$ cat src/rtl/chord_pkg.sv
// ----------------------------------------------------------------------------
// chord_pkg
//   Shared definitions for the CHORD CORDIC input stage:
//     - state_e       : input-stage FSM states
//     - *_BIT         : bit positions of the control flags in the 32-bit
//                       command word (payload sits in the low bits)
//     - angle_const() : 90/180/360 degree constants scaled to the angle's
//                       fixed-point format
// ----------------------------------------------------------------------------
package chord_pkg;

  typedef enum logic [1:0] {
    IDLE   = 2'd0,
    WAIT_X = 2'd1,
    REDUCE = 2'd2,
    HOLD   = 2'd3
  } state_e;

  localparam int CMD_WIDTH     = 32;
  localparam int ARCTAN_EN_BIT = 16;
  localparam int TWO_BEAT_BIT  = 17;

  // Degree constant in the angle payload's fixed-point format.
  function automatic logic signed [31:0] angle_const(input int deg, input int frac);
    return 32'(deg <<< frac);
  endfunction

endpackage

$ cat src/rtl/angle_fold_unit.sv
// ----------------------------------------------------------------------------
// angle_fold_unit
//   Combinational single step of the angle reduction loop.
//   If acc lies outside [-180,180] one 360 step is applied and done = 0.
//   Otherwise done = 1 and the angle is folded into [-90,90]; flip tells the
//   core to negate both sin and cos results.
// Ports
//   acc      in   ACC_WIDTH   current signed angle accumulator
//   acc_next out  ACC_WIDTH   accumulator after one reduce step
//   done     out  1           acc already in [-180,180]; degree/flip valid
//   degree   out  OUT_WIDTH   folded angle (sign-extended or truncated)
//   flip     out  FLIP_WIDTH  1 when the fold moved the angle by 180
// ----------------------------------------------------------------------------
module angle_fold_unit
  import chord_pkg::*;
#(
  parameter int ACC_WIDTH        = 18,
  parameter int OUT_WIDTH        = 16,
  parameter int FLIP_WIDTH       = 1,
  parameter int ANGLE_FRAC_WIDTH = 0
) (
  input  logic signed [ACC_WIDTH-1:0]  acc,
  output logic signed [ACC_WIDTH-1:0]  acc_next,
  output logic                         done,
  output logic signed [OUT_WIDTH-1:0]  degree,
  output logic        [FLIP_WIDTH-1:0] flip
);

  localparam logic signed [ACC_WIDTH-1:0] C90  = ACC_WIDTH'(angle_const(90,  ANGLE_FRAC_WIDTH));
  localparam logic signed [ACC_WIDTH-1:0] C180 = ACC_WIDTH'(angle_const(180, ANGLE_FRAC_WIDTH));
  localparam logic signed [ACC_WIDTH-1:0] C360 = ACC_WIDTH'(angle_const(360, ANGLE_FRAC_WIDTH));

  logic signed [ACC_WIDTH-1:0] folded;

  always_comb begin
    acc_next = acc;
    done     = 1'b0;
    folded   = acc;
    flip     = '0;
    if (acc > C180) begin
      acc_next = acc - C360;
    end else if (acc < -C180) begin
      acc_next = acc + C360;
    end else begin
      done = 1'b1;
      // Exactly +/-90 stays unfolded; exactly +/-180 folds to 0 with flip.
      if (acc > C90) begin
        folded = acc - C180;
        flip   = FLIP_WIDTH'(1);
      end else if (acc < -C90) begin
        folded = acc + C180;
        flip   = FLIP_WIDTH'(1);
      end
    end
  end

  // Signed size cast: sign-extends when widening, truncates when narrowing.
  assign degree = OUT_WIDTH'(folded);

endmodule

$ cat src/rtl/cordic_input_stage.sv
// ----------------------------------------------------------------------------
// cordic_input_stage
//   Registered, handshaked front end of the CHORD CORDIC core. Unpacks a
//   32-bit command word and presents one operand set per command:
//     rotate        : angle reduced to [-180,180], folded to [-90,90] + flip
//     arctan        : y = payload, x = 1.0
//     atan2 (2 beat): first word y, second word x
// Ports
//   clk, rst            clock, asynchronous active-high reset
//   in_interface        [15:0] payload, [16] arctan_en, [17] two_beat
//   valid_in_interface  command word valid
//   ready_in_interface  stage can accept a word (IDLE / WAIT_X)
//   ready_out           CORDIC core accepts the current outputs
//   degree_in           folded angle, signed
//   x_in, y_in          operands in OUTPUT_FRAC_WIDTH fixed point
//   flip_in             core must negate both sin and cos results
//   arctan_en_in        vectoring mode
//   valid_in            outputs valid (held until ready_out)
// ----------------------------------------------------------------------------
module cordic_input_stage
  import chord_pkg::*;
#(
  parameter int INPUT_WIDTH       = 16,
  parameter int OUTPUT_WIDTH      = 16,
  parameter int INPUT_FRAC_WIDTH  = 8,
  parameter int OUTPUT_FRAC_WIDTH = 8,
  parameter int ANGLE_FRAC_WIDTH  = 0,
  parameter int FLIP_FLAG_WIDTH   = 1
) (
  input  logic                              clk,
  input  logic                              rst,
  input  logic        [CMD_WIDTH-1:0]       in_interface,
  input  logic                              valid_in_interface,
  output logic                              ready_in_interface,
  input  logic                              ready_out,
  output logic signed [OUTPUT_WIDTH-1:0]    degree_in,
  output logic signed [OUTPUT_WIDTH-1:0]    x_in,
  output logic signed [OUTPUT_WIDTH-1:0]    y_in,
  output logic        [FLIP_FLAG_WIDTH-1:0] flip_in,
  output logic                              arctan_en_in,
  output logic                              valid_in
);

  // Two guard bits so a single +/-360 step can never overflow.
  localparam int ACC_WIDTH  = INPUT_WIDTH + 2;
  localparam int FRAC_SHIFT = OUTPUT_FRAC_WIDTH - INPUT_FRAC_WIDTH;
  localparam int WIDE_WIDTH = (FRAC_SHIFT > 0) ? INPUT_WIDTH + FRAC_SHIFT : INPUT_WIDTH;
  localparam logic signed [OUTPUT_WIDTH-1:0] ONE_FIXED =
      OUTPUT_WIDTH'(angle_const(1, OUTPUT_FRAC_WIDTH));

  // --------------------------------------------------------------------------
  // Command word decode and operand scaling
  // --------------------------------------------------------------------------
  logic signed [INPUT_WIDTH-1:0]  payload;
  logic signed [WIDE_WIDTH-1:0]   payload_wide;
  logic signed [WIDE_WIDTH-1:0]   payload_scaled;
  logic signed [OUTPUT_WIDTH-1:0] operand;
  logic                           cmd_arctan;
  logic                           cmd_two_beat;
  logic                           unused_cmd_bits;

  assign payload      = in_interface[INPUT_WIDTH-1:0];
  assign cmd_arctan   = in_interface[ARCTAN_EN_BIT];
  assign cmd_two_beat = in_interface[TWO_BEAT_BIT];
  assign payload_wide = WIDE_WIDTH'(payload);

  // Left shift zero-fills; right shift is arithmetic (truncates toward -inf).
  generate
    if (FRAC_SHIFT >= 0) begin : g_shift_left
      assign payload_scaled = payload_wide <<< FRAC_SHIFT;
    end else begin : g_shift_right
      assign payload_scaled = payload_wide >>> (-FRAC_SHIFT);
    end
  endgenerate

  assign operand         = OUTPUT_WIDTH'(payload_scaled);
  assign unused_cmd_bits = ^in_interface[CMD_WIDTH-1:TWO_BEAT_BIT+1];

  // --------------------------------------------------------------------------
  // Reduce / fold step
  // --------------------------------------------------------------------------
  logic signed [ACC_WIDTH-1:0]       acc_q, acc_d;
  logic signed [ACC_WIDTH-1:0]       fold_acc_next;
  logic                              fold_done;
  logic signed [OUTPUT_WIDTH-1:0]    fold_degree;
  logic        [FLIP_FLAG_WIDTH-1:0] fold_flip;

  angle_fold_unit #(
    .ACC_WIDTH        (ACC_WIDTH),
    .OUT_WIDTH        (OUTPUT_WIDTH),
    .FLIP_WIDTH       (FLIP_FLAG_WIDTH),
    .ANGLE_FRAC_WIDTH (ANGLE_FRAC_WIDTH)
  ) u_fold (
    .acc      (acc_q),
    .acc_next (fold_acc_next),
    .done     (fold_done),
    .degree   (fold_degree),
    .flip     (fold_flip)
  );

  // --------------------------------------------------------------------------
  // FSM and output registers
  // --------------------------------------------------------------------------
  state_e                            state_q, state_d;
  logic signed [OUTPUT_WIDTH-1:0]    degree_q, degree_d;
  logic signed [OUTPUT_WIDTH-1:0]    x_q, x_d;
  logic signed [OUTPUT_WIDTH-1:0]    y_q, y_d;
  logic        [FLIP_FLAG_WIDTH-1:0] flip_q, flip_d;
  logic                              arctan_q, arctan_d;
  logic                              valid_q, valid_d;
  logic                              ready_q, ready_d;
  logic                              accept;

  assign accept = valid_in_interface && ready_q;

  always_comb begin
    state_d  = state_q;
    acc_d    = acc_q;
    degree_d = degree_q;
    x_d      = x_q;
    y_d      = y_q;
    flip_d   = flip_q;
    arctan_d = arctan_q;
    valid_d  = valid_q;
    ready_d  = ready_q;

    case (state_q)
      IDLE: begin
        if (accept) begin
          if (cmd_arctan) begin
            y_d      = operand;
            degree_d = '0;
            flip_d   = '0;
            arctan_d = 1'b1;
            if (cmd_two_beat) begin
              state_d = WAIT_X;
              ready_d = 1'b1;
            end else begin
              x_d     = ONE_FIXED;
              state_d = HOLD;
              valid_d = 1'b1;
              ready_d = 1'b0;
            end
          end else begin
            // two_beat without arctan_en is an ordinary rotate.
            acc_d    = ACC_WIDTH'(payload);
            x_d      = ONE_FIXED;
            y_d      = '0;
            arctan_d = 1'b0;
            state_d  = REDUCE;
            ready_d  = 1'b0;
          end
        end
      end

      WAIT_X: begin
        if (accept) begin
          x_d     = operand;
          state_d = HOLD;
          valid_d = 1'b1;
          ready_d = 1'b0;
        end
      end

      REDUCE: begin
        acc_d = fold_acc_next;
        if (fold_done) begin
          degree_d = fold_degree;
          flip_d   = fold_flip;
          state_d  = HOLD;
          valid_d  = 1'b1;
        end
      end

      HOLD: begin
        if (ready_out) begin
          state_d = IDLE;
          valid_d = 1'b0;
          ready_d = 1'b1;
        end
      end

      default: begin
        state_d = IDLE;
        valid_d = 1'b0;
        ready_d = 1'b1;
      end
    endcase
  end

  always_ff @(posedge clk or posedge rst) begin
    if (rst) begin
      state_q  <= IDLE;
      acc_q    <= '0;
      degree_q <= '0;
      x_q      <= '0;
      y_q      <= '0;
      flip_q   <= '0;
      arctan_q <= 1'b0;
      valid_q  <= 1'b0;
      ready_q  <= 1'b1;
    end else begin
      state_q  <= state_d;
      acc_q    <= acc_d;
      degree_q <= degree_d;
      x_q      <= x_d;
      y_q      <= y_d;
      flip_q   <= flip_d;
      arctan_q <= arctan_d;
      valid_q  <= valid_d;
      ready_q  <= ready_d;
    end
  end

  assign ready_in_interface = ready_q;
  assign degree_in          = degree_q;
  assign x_in               = x_q;
  assign y_in               = y_q;
  assign flip_in            = flip_q;
  assign arctan_en_in       = arctan_q;
  assign valid_in           = valid_q;

endmodule

$ cat config.mk
export PLATFORM = sky130hd
export DESIGN_NAME = cordic_input_stage
export DESIGN_NICKNAME = d
export VERILOG_FILES = /design/src/rtl/chord_pkg.sv /design/src/rtl/angle_fold_unit.sv /design/src/rtl/cordic_input_stage.sv
export SDC_FILE = /design/constraint.sdc
export NUM_CORES = 1
export LEC_CHECK = 0
export ABC_AREA = 1
export CORE_ASPECT_RATIO = 1.75
export CORE_MARGIN = 3
export CORE_UTILIZATION = 55
export CTS_BUF_LIST = sky130_fd_sc_hd__clkbuf_8
export CTS_CLUSTER_SIZE = 28
export DETAILED_ROUTE_END_ITERATION = 10
export MAX_ROUTING_LAYER = met4
export PLACE_DENSITY_LB_ADDON = 0.05
export SETUP_SLACK_MARGIN = 0.1
export SYNTH_ARGS = -nofsm -noshare
export SYNTH_HDL_FRONTEND = slang
export SYNTH_SLANG_ARGS = --single-unit
$ cat constraint.sdc
create_clock -name clk -period 3.75 [get_ports clk]
set_input_delay 0.75 -clock clk [delete_from_list [all_inputs] [get_ports clk]]
set_output_delay 0.75 -clock clk [all_outputs]
set_load 0.01 [all_outputs]
# After elaboration in Yosys (flattened, before gate mapping)
# Index checks and enable logic that the tools add are counted.
classes:
  mux: 50
  n_eq_ne: 12
  addsub: 4
  magnitude_cmp: 4
  reduce_logical: 12
op_table:
  columns: ["op", "count"]
  rows:
  - ["16-bit two-way mux", 12]
  - ["18-bit two-way mux", 4]
  - ["16-bit one-hot mux with 2 select lines", 2]
  - ["18-bit one-hot mux with 2 select lines", 1]
  - ["1-bit two-way mux", 21]
  - ["4-bit AND reduction", 5]
  - ["18-bit by 10-bit adder with 18-bit output (second input constant)", 1]
  - ["18-bit by 8-bit greater-than comparator with 1-bit output (second input constant)", 1]
  - ["18-bit by 9-bit greater-than comparator with 1-bit output (second input constant)", 1]
  - ["18-bit by 8-bit < comparator with 1-bit output (second input constant)", 1]
  - ["18-bit by 9-bit < comparator with 1-bit output (second input constant)", 1]
  - ["18-bit by 10-bit subtractor with 18-bit output (second input constant)", 1]
  - ["16-bit by 9-bit adder with 16-bit output (second input constant)", 1]
  - ["16-bit by 9-bit subtractor with 16-bit output (second input constant)", 1]
  - ["2-bit != test (second input constant)", 7]
  - ["2-bit two-way mux", 6]
  - ["2-bit one-hot mux with 4 select lines", 1]
  - ["6-bit AND reduction", 1]
  - ["2-bit equality test (second input constant)", 2]
  - ["1-bit one-hot mux with 4 select lines", 1]
  - ["2-bit nonzero test", 2]
  - ["3-bit by 1-bit != test with 1-bit output (second input constant)", 1]
  - ["3-bit != test (second input constant)", 1]
  - ["1-bit one-hot mux with 3 select lines", 1]
  - ["other kinds (6)", 6]
word_totals:
  out_inout_bits: 52
  inputBits: 36
  ff_bits: 72

# Depth between registers and ports, before layout
# Gate-level depths: netlist of run 1.
logic_depth:
  word_depth: 7
  mapped_depth: 21

# Hierarchy
# Synthesis of run 1 repeated with hierarchy kept, for this count alone.
hier_totals:
  hier_cells: 807
  hier_area_um2: 5397.7
by_module_without_submodules:
  columns: ["mod", "cells_each", "instances", "area_each_um2"]
  rows:
  - ["cordic_input_stage", 414, 1, 3395.8]
  - ["angle_fold_unit", 393, 1, 2001.9]

# Worst setup path before layout of run 1
# No wires, ideal clock.
synth_timing:
  path_kind: "register to register"
  startpoint: "reg acc_q[3]"
  endpoint: "reg acc_q[9]"
  path_buffers: 0
  setup_ns: 0.119
  arrival_ns: 2.652
  stages_incl_launch_ff: 19
  path_slack_ns: 0.979
  path_cell_list: "dfrtp_1 > inv_1 > ha_1 > nor3b_1 > nand2_1 > nand2_1 > nand2_2 > nand2_4 > inv_1 > ha_1 > nand2_1 > inv_1 > a21oi_1 > nand2_1 > or2_2 > nand3_1 > nand2_1 > nand2_1 > o21ai_2"
synth_between:
  elab_chain_cells: 4
  word_cells_on_any_way: 9
  classes_between: "add/sub: 2; order compare: 2; eq/ne: 1; mux: 3; reduce/logical: 1"
synth_lines:
  columns: ["element", "line_no", "source"]
  rows:
  - ["from (decl)", "cordic_input_stage.sv:82", "logic signed [ACC_WIDTH-1:0] acc_q, acc_d;"]
  - ["from (signal assigned)", "cordic_input_stage.sv:194", "acc_q <= '0;"]
  - ["from (signal assigned)", "cordic_input_stage.sv:204", "acc_q <= acc_d;"]
  - ["18-bit by 10-bit adder with 18-bit output", "angle_fold_unit.sv:43", "acc_next = acc + C360;"]
  - ["18-bit two-way mux", "angle_fold_unit.sv:42", "end else if (acc < -C180) begin"]
  - ["18-bit two-way mux", "angle_fold_unit.sv:40", "if (acc > C180) begin"]
  - ["18-bit one-hot mux with 2 select lines", "cordic_input_stage.sv:127", "case (state_q)"]
# Several ways; a longest one is shown, not always the timed one. The select of a mux whose other input is x is not followed.
# A chain may end at the register's enable or synchronous reset.

# Worst setup path in the final report of run 1
layout_timing:
  startpoint: "reg acc_q[2]"
  endpoint: "reg acc_q[17]"
# Same word-level chain as after synthesis.

==> run_results.csv, run 1 <==
group,metric,value,unit
status,status,"complete, no violations",
synthesis,ys_top_cells_by_area,"dfrtp_1 37%, nand2_1 19%, nand3_1 6.5%",
drt,antenna_left,0,
synthesis,netlist_area,4780,um2
synthesis,ys_ff_latch,72,
power,cellPowerDensity,274,nW/um2
global_route,antenna_found_initial,0,
synthesis,synthFlopType,"dfrtp_1",
clock_network,cts-resized-gates,0,
cells_and_area,final_nets,802,
power,power.leakage,0.00301,uW
critical_path,worstReg2RegStart,"acc_q[2]",
critical_path,endpoint,"acc_q[17]",
sta,rsz0062_at_grt,"no",
critical_path,endpoint_kind,"register",
critical_path,path_max_fanout,10,
hold_path,hp-class,"reg2reg",
sta,setup_tns,0,ns
clock_network,clockBufferDepth,2,
die,die_h,129,um
global_route,grt_pass1_wl,21700,um
cells_and_area,layout-drive-gt1-share,8.81,%
cells_and_area,area_growth,22.2,%
synthesis,ys_types,43,
die,die_area,9880,um2
critical_path,cp.arrival,3.57,ns
critical_path,setup.worst_path.start_class,"register",
sta,final-setup-viol-count,0,
flow_run,timing.max_cap.violations,0,
cells_and_area,seqCellArea,1800,um2
sta,fin_crit,3.28,ns
drt,drtIter0Drc,298,
sta,slew-limit-headroom,29.3,%
sta,hold_violations,0,
clock_network,post_cts_buffers,0,
drt,drc,0,
cells_and_area,design_area,5830,um2
synthesis,synth_top_area_cell,"dfrtp_1",
sta,fin_ws,0.475,ns
synthesis,synth-async-reset-ratio,100,%
synthesis,synth-edff-count,0,
die,boundaryPins,88,
drt,wl_per_cell,15.3,um
sta,drv_slew,0,
drt,via_count,4655,
clock_network,hold_buffers,0,
critical_path,r2r_setup_slack,0.47,ns
synthesis,syn_nets,728,
critical_path,reg2regPathDepth,19,
die,core,8370,um2
drt,drt_first_pass_iters,7,
clock_network,cts-root-buf,"clkbuf_8",
sta,clock_skew,0.0109,ns
critical_path,required,4.05,ns
synthesis,yosysWarnings,0,
die,initial_utilization,57.1,%
global_route,grt_pass1_vias,4540,
place,place_area,5590,um2
synthesis,synth_seq_area_share,37.8,%
clock_network,cts_buffers,9,
sta,worst_pin_slew,1.06,ns
critical_path,cp-startpoint,"acc_q[2]",
critical_path,timing.rr.end,"acc_q[17]",
clock_network,htreeDepth,3,
global_route,overflow,0,
place,hpwl,10300,um
cells_and_area,fill_cells,754,
cells_and_area,multi_input_comb_area,2570,um2
synthesis,synthCells,670,
place,place_congestion,0.965,
critical_path,critPathKind,"reg2reg",
drt,routed_wl,13200,um
clock_network,clock-sinks,72,
die,die_width,76.4,um
cells_and_area,antenna_cells,0,
sta,fmax,305,MHz
clock_network,clock_latency,0.36,ns
clock_network,path_clk_slew,0.08,ns
synthesis,synth_top_area_share,37.2,%
global_route,grt_max_degree,38,
sta,min_period_over_period,87.3,%
global_route,grt_use_total,28.5,%
power,ir_worst_vdd,0.000229,V
clock_network,cts_tree,"built",
hold_path,min-delay-start,"arctan_en_in",
die,rows,44,
place,pre_cts_ws,0.552,ns
place,io_buffers,73,
drt,via_per_inst,5.39,
synthesis,avgSynthCellArea,7.13,um2
[per-stage QoR]
stage | cells | total power [uW] | hold slack (ns) | utilization, %
final | 864 | 1600 | 0.473 | 69.7
after CTS | 864 | 1620 | 0.477 | 69.7
after global routing | 864 | 1650 | 0.499 | 69.7
after floorplan | 670 | 815 | 0.475 | -
after detailed placement | 848 | 858 | 0.458 | 66.8
after global placement | 848 | 857 | 0.456 | 66.8
[registers in the layout, indices dropped and copies added, names as in the netlist]
register	count
valid_in	1
ready_in_interface	1
degree_in	16
state_q	2
y_in	16
flip_in	1
x_in	16
arctan_en_in	1
acc_q	18
[cell usage in the layout, fill, tap and decap left out, drive strengths merged, types with 6 or more instances in the layout]
| cell | instances |
|---|---|
| ha | 21 |
| nand3 | 64 |
| dfrtp | 71 |
| o21ai | 50 |
| clkdlybuf4s50 | 73 |
| nand4 | 6 |
| clkbuf | 9 |
| buf | 10 |
| a22o | 11 |
| a21oi | 23 |
| nor2 | 54 |
| nand2 | 254 |
| inv | 68 |
[synthesized netlist by cell type (all sizes together) (3+ instances only)]
cell type	number
nand4	6
clkbuf	7
a22o	11
o21ai	50
a21oi	23
dfrtp	71
nor3	4
nand3b	3
xor2	4
inv	66
nand2	254
buf	13
nand3	64
ha	21
nor2	54
[report_power, final]
part | internal (uW) | switching, uW
Clock | 443 | 315
Sequential | 776 | 0
Combinational | 26.7 | 38.0
Total | 1250 | 353
[final cells by class]
cell class	instances	share of cell area (%)
Multi-Input combinational cell	510	44.0
Inverter	68	4.46
Tap cell	115	2.47
Clock inverter	7	2.04
Clock buffer	9	2.12
Sequential cell	72	30.9
Timing Repair Buffer	83	14.0
[routing by layer]
| metal | share of wire [%] | global-route usage (%) |
|---|---|---|
| met5 | 0 | - |
| met3 | 3.2 | 3.69 |
| met4 | 4.5 | 14.4 |
| met2 | 53 | 52.1 |
| met1 | 39 | 30.0 |
[how the worst min path moves through the flow]
stage / to / slack (ns) / cells past startpoint
5_1_grt: arctan_en_in / 0.50 / 2
6_report: arctan_en_in / 0.47 / 2
4_1_cts: arctan_en_in / 0.48 / 2
2_1_floorplan: acc_q[0] / 0.48 / 2
3_3_place_gp: y_in[10] / 0.46 / 2
3_5_place_dp: arctan_en_in / 0.46 / 2
[logic make-up after synthesis]
family	count (synthesis)	synth area share [%]
buffers and inverters	88	8.51
AO/OA/AOI/OAI	91	11.4
adder cells (fa/ha/maj)	22	5.92
XOR/XNOR	6	1.10
AND/OR/NAND/NOR	391	35.3
flip-flops	72	37.8
[worst max-delay path, cell delays in order (launching register included)]
cell and delay (ns):
dfrtp_1 0.52, inv_1 0.17, ha_1 0.26, inv_1 0.10, nand3_1 0.09, nand2_1 0.08, nand2_1 0.07, nand2_2 0.11
nand2_4 0.12, inv_1 0.30, ha_1 0.36, a21oi_1 0.25, nand2_1 0.11, a21oi_1 0.26, nand2_1 0.09, nand2_1 0.07
nand3_1 0.07, nand2_1 0.06, nand2_1 0.05, nand2_1 0.06
No activity file was read; power rests on OpenSTA's default activity.
==> inputs of run 2 (changes only) <==
Settings changed: ABC_CLOCK_PERIOD_IN_PS from default to 3750.
==> results of run 2 <==
Same layout as run 1: the final DEF is identical, and so are final timing and power.
==> inputs of run 3 (changes only) <==
Settings changed: ABC_CLOCK_PERIOD_IN_PS 3750 to 3000, CORE_UTILIZATION 55 to 49.
Clock period 3.75 ns to 3 ns, I/O delays scaled along.
==> run 3 against run 2 <==
Against the previous run:
- total power is 13% higher
- worst hold slack better by 0.0014 ns
- flip-flop and latch count stayed put
- count of clock-buffer cells in the layout stayed put
- final cell count is 5.3% higher
- largest cell class unchanged
- critical path type unchanged
==> run_results.csv, run 3 (synthesized netlist as in run 1, its figures left out) <==
group,metric,value,unit
critical_path,r2r_setup_slack,0.16,ns
cells_and_area,final_nets,841,
hold_path,hp-class,"reg2reg",
place,place_congestion,0.925,
clock_network,cts_tree,"built",
global_route,grt_pass1_wl,22400,um
clock_network,cts_buffers,9,
clock_network,hold_buffers,0,
drt,drc,0,
critical_path,critPathKind,"reg2reg",
die,initial_utilization,50.4,%
sta,final-setup-viol-count,0,
critical_path,crit_path_top_delay_cell,"dfrtp_1",
power,power_frac_clock,41.8,%
critical_path,timing.rr.end,"acc_q[16]",
critical_path,setup.worst_path.start_class,"register",
critical_path,path_max_fanout,6,
die,die_h,137,um
flow_run,timing.max_cap.violations,0,
power,power.internal,1320,uW
die,die_area,11000,um2
sta,slew-limit-headroom,54.4,%
cells_and_area,area_growth,34.9,%
cells_and_area,largest_register_ffs,18,
drt,via_count,4783,
drt,wl_per_cell,15.8,um
drt,via_per_inst,5.26,
place,io_buffers,73,
cells_and_area,antenna_cells,0,
power,switching_share,27.0,%
drt,antenna_left,0,
sta,hold_violations,0,
critical_path,required,3.26,ns
critical_path,reg2regPathDepth,22,
global_route,grt_use_total,27.3,%
critical_path,cp.arrival,3.10,ns
die,core,9470,um2
sta,drv_slew,0,
clock_network,htreeDepth,3,
die,die_width,80.6,um
clock_network,clockBufferDepth,2,
clock_network,clock_latency,0.37,ns
sta,clock_skew,0.0151,ns
clock_network,clock-sinks,72,
hold_path,min-delay-start,"y_in[10]",
cells_and_area,final_common_cell,"nand2_1",
sta,rsz0062_at_grt,"yes",
sta,worst_pin_slew,0.684,ns
global_route,antenna_found_initial,0,
sta,min_period_over_period,94.5,%
power,ir_worst_vdd,0.000253,V
hold_path,worstHoldEndpoint,"y_in[10]",
critical_path,endpoint_kind,"register",
critical_path,path_cells,"inv_2 -> ha_4 -> nor3b_4 -> buf_6 -> nand2_2 -> nand2_2 -> nand2_2 -> nand2_4 -> clkinvlp_4 -> buf_8 -> ha_4 -> inv_1 -> buf_4 -> nor3_4 -> and2_4 -> nand2_2 -> nand2_1 -> nand2_1 -> nand3_1 -> nand2_1 -> nand2_1 -> nand2_1",
drt,drt_first_pass_iters,4,
power,power.leakage,0.00320,uW
drt,routed_wl,14400,um
power,cellPowerDensity,280,nW/um2
critical_path,slowest_delay,0.39,ns
power,pwr-share-seq,53.7,%
global_route,grt_max_degree,73,
die,rows,47,
power,p_comb_share,4.5,%
drt,drtIter0Drc,267,
sta,setup_tns,0,ns
cells_and_area,layout_common_cells,"220 x nand2_1, 73 x clkdlybuf4s50_1, 70 x dfrtp_1",
clock_network,cts-root-buf,"clkbuf_8",
critical_path,worstReg2RegStart,"acc_q[3]",
status,status,"complete, no violations",
global_route,overflow,0,
cells_and_area,top_register,"acc_q",
die,boundaryPins,88,
place,hpwl,11000,um
clock_network,path_clk_slew,0.09,ns
cells_and_area,layout-drive-gt1-share,20.8,%
hold_path,hold_depth,2,
sta,fin_crit,2.84,ns
sta,fmax,353,MHz
critical_path,crit_path_frequent_cell,"nand2_1",
power,p_switching,488,uW
global_route,grt_pass1_vias,4646,
sta,hold_ws,0.474,ns
[run 3: cell types whose count changed in the layout (fill, tap and decap cells not counted), moves of 5 or more]
cell | before | now
ha_4 | 0 | 13
nand2_1 | 236 | 220
nor2_1 | 51 | 43
buf_4 | 9 | 43
nand2_2 | 14 | 26
nor2_2 | 3 | 8
ha_1 | 21 | 7
[run 3: metrics by stage]
stage | setup slack [ns] | total power, uW | cell area, um2 | cells | util (%)
floorplan | 0.229 | 1020 | 4780 | 670 | -
global placement | -0.00144 | 1070 | 5850 | 888 | 61.8
detailed placement | -0.0529 | 1070 | 5850 | 888 | 61.8
CTS | 0.106 | 1830 | 6090 | 906 | 64.3
global route | -0.0202 | 1870 | 6440 | 910 | 68.1
finish | 0.164 | 1810 | 6440 | 910 | 68.1
[run 3: cell type report]
cell class / count / area [um2]
flip-flops and latches: 72 / 1800
clock buffers: 9 / 124
repair buffers: 122 / 1130
well taps: 122 / 153
fillers: 811 / 3020
clock inverters: 7 / 61.3
multi-input cells: 510 / 2900
inverters: 68 / 264
[run 3: worst max-delay path by stage]
stage / startpoint / end / slack, ns / depth (start not counted)
after detailed placement: acc_q[3] / acc_q[16] / -0.05 / 21
final: acc_q[3] / acc_q[16] / 0.16 / 22
after floorplan: acc_q[3] / acc_q[9] / 0.23 / 18
after CTS: acc_q[3] / acc_q[17] / 0.11 / 22
after global placement: acc_q[3] / acc_q[15] / -0.001 / 20
after global routing: acc_q[3] / acc_q[16] / -0.02 / 23
[run 3: repair_timing]
item                       4_1_cts  5_1_grt
pin swaps                        1       19
setup endpoints to repair       10       13
resized for setup                9       70
gates cloned                     0        0
setup buffers                    2        4
[run 3: worst max-delay path, delay by kind of cell, from the launching register on]
family        cells  cell delay (ns)
buf+inv           6             0.71
simple gates     14             1.20
fa+ha+maj         2             0.41
flops             1             0.39
[run 3: per-layer routing]
| metal | share of wire (%) | track usage (%) | wire length, um |
|---|---|---|---|
| met1 | 39 | 29.4 | 5550 |
| met5 | 0 | - | 0 |
| met2 | 52 | 47.6 | 7530 |
| met4 | 5.7 | 14.6 | 822 |
| met3 | 3.1 | 3.95 | 448 |
[run 3: power groups by stage]
stage	Sequential, uW	Clock, uW	Combinational [uW]
floorplan	989	0	30.1
global placement	989	0	82.0
detailed placement	989	0	82.9
CTS	970	775	83.0
global route	970	807	89.0
finish	970	756	81.6
